==> src/rtl/deadlock_pkg.sv <==
// Shared types and helpers for the deadlock report controller.
// ch_field accepts vectors up to DL_MAX_CH channels; callers zero-extend.
package deadlock_pkg;

  localparam int unsigned DL_MAX_CH  = 64;
  localparam int unsigned DL_VEC_W   = 2 * DL_MAX_CH;

  localparam logic [1:0] BLK_NONE = 2'b00;

  typedef enum logic [1:0] {
    IDLE = 2'd0,
    ARM  = 2'd1,
    EMIT = 2'd2,
    DONE = 2'd3
  } dl_state_t;

  // Extract the 2-bit block code of channel k from a packed info vector.
  function automatic logic [1:0] ch_field(input logic [DL_VEC_W-1:0] vec,
                                          input int unsigned         k);
    return vec[2*k +: 2];
  endfunction

endpackage

==> src/rtl/dl_chan_scan.sv <==
// Combinational finder for the lowest-indexed channel whose snapshot code
// is non-zero and whose record has not yet been sent. last is set when no
// higher pending channel remains after the one found.
module dl_chan_scan
  import deadlock_pkg::*;
#(
  parameter int unsigned NUM_CH = 2,
  parameter int unsigned IW     = $clog2(NUM_CH)
) (
  input  logic [2*NUM_CH-1:0] snap,
  input  logic [NUM_CH-1:0]   sent,
  output logic [IW-1:0]       idx,
  output logic                found,
  output logic                last
);

  logic [DL_VEC_W-1:0] snap_ext;

  assign snap_ext = DL_VEC_W'(snap);

  // Priority scan: first pending channel wins, any later one clears last.
  always_comb begin
    idx   = '0;
    found = 1'b0;
    last  = 1'b0;
    for (int unsigned k = 0; k < NUM_CH; k++) begin
      if ((ch_field(snap_ext, k) != BLK_NONE) && !sent[k]) begin
        if (!found) begin
          idx   = IW'(k);
          found = 1'b1;
          last  = 1'b1;
        end else begin
          last  = 1'b0;
        end
      end
    end
  end

endmodule

==> src/rtl/deadlock_report_ctrl.sv <==
// Deadlock report controller: debounces the monitor's block flag, snapshots
// per-channel block info on detection, and streams one record per blocked
// channel. Optional macro DEADLOCK_REARM_EN lets DONE re-arm when block
// drops; without it DONE exits only through clear or reset.
module deadlock_report_ctrl
  import deadlock_pkg::*;
#(
  parameter int unsigned NUM_CH = 2,
  parameter int unsigned THRESH = 16,
  parameter int unsigned CNT_W  = 16
) (
  input  logic                      clock,
  input  logic                      reset_n,
  input  logic                      block,
  input  logic [2*NUM_CH-1:0]       axis_block_info,
  input  logic                      clear,
  output logic                      rpt_valid,
  input  logic                      rpt_ready,
  output logic [$clog2(NUM_CH)-1:0] rpt_chan,
  output logic [1:0]                rpt_code,
  output logic                      rpt_last,
  output logic                      deadlock,
  output logic [CNT_W-1:0]          stall_cycles
);

  localparam int unsigned IW = $clog2(NUM_CH);

  dl_state_t            state_q;
  logic [CNT_W-1:0]     cnt_q;
  logic [2*NUM_CH-1:0]  snap_q;
  logic [NUM_CH-1:0]    sent_q;
  logic                 dl_q;

  logic [IW-1:0]        scan_idx;
  logic                 scan_found;
  logic                 scan_last;
  logic [CNT_W-1:0]     cnt_inc;
  logic                 hit_thresh;
  logic                 handshake;

  dl_chan_scan #(
    .NUM_CH (NUM_CH),
    .IW     (IW)
  ) u_scan (
    .snap  (snap_q),
    .sent  (sent_q),
    .idx   (scan_idx),
    .found (scan_found),
    .last  (scan_last)
  );

  // Saturating increment and detection compare for the stall counter.
  always_comb begin
    cnt_inc    = (cnt_q == '1) ? cnt_q : cnt_q + 1'b1;
    hit_thresh = (cnt_q == CNT_W'(THRESH - 1));
    handshake  = rpt_valid && rpt_ready;
  end

  // Record outputs come straight from registered state, so they hold
  // steady under backpressure; they read zero whenever no record is valid.
  always_comb begin
    rpt_valid = (state_q == EMIT) && scan_found;
    rpt_chan  = '0;
    rpt_code  = BLK_NONE;
    rpt_last  = 1'b0;
    if (rpt_valid) begin
      rpt_chan = scan_idx;
      rpt_code = ch_field(DL_VEC_W'(snap_q), 32'(scan_idx));
      rpt_last = scan_last;
    end
  end

  assign deadlock     = dl_q;
  assign stall_cycles = cnt_q;

  // Main FSM: clear overrides every state; counter is frozen after detection.
  always_ff @(posedge clock or negedge reset_n) begin
    if (!reset_n) begin
      state_q <= IDLE;
      cnt_q   <= '0;
      snap_q  <= '0;
      sent_q  <= '0;
      dl_q    <= 1'b0;
    end else if (clear) begin
      state_q <= IDLE;
      cnt_q   <= '0;
      snap_q  <= '0;
      sent_q  <= '0;
      dl_q    <= 1'b0;
    end else begin
      unique case (state_q)
        IDLE: begin
          if (block) begin
            state_q <= ARM;
            cnt_q   <= CNT_W'(1);
          end else begin
            cnt_q   <= '0;
          end
        end
        ARM: begin
          if (!block) begin
            state_q <= IDLE;
            cnt_q   <= '0;
          end else begin
            cnt_q <= cnt_inc;
            if (hit_thresh) begin
              snap_q  <= axis_block_info;
              sent_q  <= '0;
              dl_q    <= 1'b1;
              state_q <= (axis_block_info != '0) ? EMIT : DONE;
            end
          end
        end
        EMIT: begin
          if (handshake) begin
            sent_q <= sent_q | (NUM_CH'(1) << scan_idx);
            if (rpt_last) begin
              state_q <= DONE;
            end
          end
        end
        DONE: begin
`ifdef DEADLOCK_REARM_EN
          if (!block) begin
            state_q <= IDLE;
            cnt_q   <= '0;
            snap_q  <= '0;
            sent_q  <= '0;
            dl_q    <= 1'b0;
          end
`else
          state_q <= DONE;
`endif
        end
        default: state_q <= IDLE;
      endcase
    end
  end

endmodule

==> config.mk <==
export PLATFORM = sky130hd
export DESIGN_NAME = deadlock_report_ctrl
export DESIGN_NICKNAME = d
export VERILOG_FILES = /design/src/rtl/deadlock_pkg.sv /design/src/rtl/dl_chan_scan.sv /design/src/rtl/deadlock_report_ctrl.sv
export SDC_FILE = /design/constraint.sdc
export NUM_CORES = 1
export LEC_CHECK = 0
export BUFFER_PORTS_ARGS = -buffer_cell sky130_fd_sc_hd__buf_2
export CAP_MARGIN = 10
export CORE_ASPECT_RATIO = 0.9
export CORE_UTILIZATION = 55
export CTS_CLUSTER_DIAMETER = 120
export DETAILED_ROUTE_END_ITERATION = 12
export PLACE_DENSITY = 0.79
export SLEW_MARGIN = 25
export SYNTH_ARGS = -nofsm -noshare
export SYNTH_HDL_FRONTEND = slang
export SYNTH_SLANG_ARGS = --single-unit
export TNS_END_PERCENT = 5
==> constraint.sdc <==
create_clock -name clock -period 2 [get_ports clock]
set_input_delay 0.1 -clock clock [delete_from_list [all_inputs] [get_ports clock]]
set_output_delay 0.1 -clock clock [all_outputs]
set_load 0.05 [all_outputs]
==> impl_metrics.json <==
{
  "placed_cell_area_sq_um": 1797,
  "p_per_area_nw_per_um2": 432.1,
  "final_cells": 254,
  "final.setup_skew_ns": 0.006832,
  "total_power_uw": 807.2,
  "row_count": 18,
  "pin_count": 31,
  "synth_edf_count": 0,
  "period_minus_slack_ns": 1.928,
  "wl_per_cell_um": 16.41,
  "dr.pass1.iters": 4,
  "dp_hpwl_um": 2997,
  "path_max_fanout": 4,
  "drtAntennaViolNets": 0,
  "relSlewSlack_pct": 62.23,
  "crit_path_start_kind": "register",
  "netlist_instances": 182,
  "place.gp.congestion": 0.9530,
  "drtIter0Drc": 73,
  "power.leakage_uw": 0.0008510,
  "cts_htree_levels": 1,
  "core_area_sq_um": 2770,
  "seq_area_frac_synth_pct": 38.52,
  "root_buffer": "clkbuf_4",
  "max_freq_mhz": 518.7,
  "cp-end-kind": "output pin",
  "cp_cell_sequence": "nor2_2 > nor2_2 > inv_1 > ha_1 > nor2_1 > nand2_1 > inv_1 > and2_2 > buf_8",
  "ys_types": 49,
  "clk_latency_ns": 0.32,
  "overflow": 0,
  "syn_area_sq_um": 1624,
  "ir_worst_vdd_mv": 0.4669,
  "cts_tree": "done",
  "start_util_pct": 58.63,
  "hold_class": "in -> reg",
  "nNetsFinal": 227,
  "dieHeight_um": 53.55,
  "holdWs_ns": 0.01943,
  "max-cap-violations": 0,
  "via_per_inst": 6.437,
  "yosysWarnings": 0,
  "status": "completed",
  "worstMarginPinSlew_ns": 0.5666,
  "final-max-slew-violation-count": 0,
  "antenna_found_initial": 0,
  "async_flop_share_pct": 100.0,
  "via_count": 1635,
  "setup_tns_ns": 0,
  "grt_pass1_wl_um": 6444,
  "synth-seq-cells": 25,
  "die_area_sq_um": 3174,
  "grt_pass1_vias": 1342,
  "finalInstanceArea_sq_um": 1868,
  "dp.cells": 247,
  "layout-drive-gt1-share_pct": 25.70,
  "slowest_stage": "dfrtp_1",
  "synthTopCellsByArea": "dfrtp_1 39%, a21oi_1 4.3%, nand3_1 4.0%, a31oi_1 3.9%, o21ai_0 3.7%",
  "ctsLongestPathBuffers": 2,
  "setup_violations": 0,
  "yosys.area.top_type": "dfrtp_1",
  "rsz0062_at_grt": "no",
  "port-buffer-count": 30,
  "diodes": 0,
  "crit_type": "reg -> out",
  "arrival_ns": 1.83,
  "drcViolationCount": 0,
  "hold_violations": 0,
  "grt_start_max_net_pins": 26,
  "required_ns": 1.90,
  "post-route-period-util_pct": 96.39,
  "track_usage_pct": 27.29,
  "cpPeakStageDelay_ns": 0.44,
  "cts_buffers": 3,
  "netlist.area_leader.share_pct": 38.52,
  "area_growth_pct": 15.02,
  "cts_sinks": 25,
  "path_clk_slew_ns": 0.14,
  "synth_most_common_cell": "dfrtp_1",
  "avgSynthCellArea_sq_um": 8.923,
  "syn_nets": 194,
  "die_w_um": 59.28,
  "wl_um": 4168,
  "synth_ff_type": "dfrtp_1",
  "yosys-top-cells-count": "25 x dfrtp_1, 16 x nor2_1, 14 x a21oi_1"
}
==> flip-flops by register name, indices dropped and copies added (netlist names) <==
register / cells
sent_q: 2
state_q: 2
snap_q: 4
stall_cycles: 16
deadlock: 1
==> logic make-up after synthesis <==
family                     synth area share (%)
muxes                                     1.233
buffers and inverters                     5.238
and+or+nand+nor                           29.51
AOI/OAI and AO/OA                         23.19
adders and majority gates                 2.311
DFF                                       38.52
==> repair_timing <==
item,in CTS,in global routing
hold endpoints to repair,25,0
gates resized for setup,1,5
pin swaps,0,2
hold buffers,1,0
buffers inserted,0,2
endpoints found under the setup margin,1,8
==> per-layer routing <==
layer	track usage (%)	share of wire (%)	routed length, um
met1	42.19	47	1978
met2	37.64	45	1896
met3	5.769	6.7	278
met4	7.540	0.36	15
met5	0	0	0
==> cell type report <==
| type | instances | area [sq um] |
|---|---|---|
| Inverter | 5 | 18.77 |
| Timing Repair Buffer | 38 | 222.7 |
| Tap cell | 40 | 50.05 |
| Clock buffer | 3 | 22.52 |
| Clock inverter | 1 | 7.507 |
| Sequential cell | 25 | 626.9 |
| Fill cell | 240 | 902.1 |
| Multi-Input combinational cell | 142 | 919.6 |
==> report_power, final <==
group | switching, uW | total, uW | internal [uW]
combinational | 43.8 | 64.3 | 20.5
sequential | 5.56 | 514 | 509
clock | 152 | 229 | 76.4
==> final timing paths <==
kind | to | slack [ns] | start | cells past startpoint
setup / recovery | rpt_chan | 0.07 | snap_q[3] | 9
hold / removal | snap_q[3] | 0.02 | axis_block_info[3] | 3
setup reg to reg | stall_cycles[0] | 0.18 | stall_cycles[6] | 4
hold reg to reg | deadlock | 0.54 | deadlock | 2
max in group asynchronous | stall_cycles[1] | 1.31 | reset_n | 2
min in group asynchronous | stall_cycles[6] | 0.28 | reset_n | 2
==> cells in the final DEF, fill, tap and decap left out, drive strengths merged, types with 2 or more instances in the layout <==
cell	instances
nand2	10
nor4	6
o31ai	3
or3	2
a21oi	14
nor3	7
dfrtp	25
and4	3
a41oi	3
o311a	2
o41ai	2
nor2	16
inv	5
nor2b	2
mux2i	2
o311ai	2
a211o	3
or4	2
nand4	6
nand3	13
clkbuf	3
o21ai	12
and2	2
buf	37
and3	4
a31oi	10
ha	3
==> critical path: cells and delay by family, from the launching register on <==
kind          cells  cell delay, ns
simple gates      5            0.55
buf+inv           3            0.30
flops             1            0.44
fa+ha+maj         1            0.20
==> metrics by stage <==
stage / worst slack [ns] / util [%]
final: 0.07211 / 67.43
after global routing: 0.0009832 / 67.43
after CTS: 0.04543 / 66.40
after detailed placement: 0.1424 / 64.86
after global placement: 0.2569 / 64.86
after floorplan: -0.02032 / -
No activity file was read; power rests on OpenSTA's default activity.
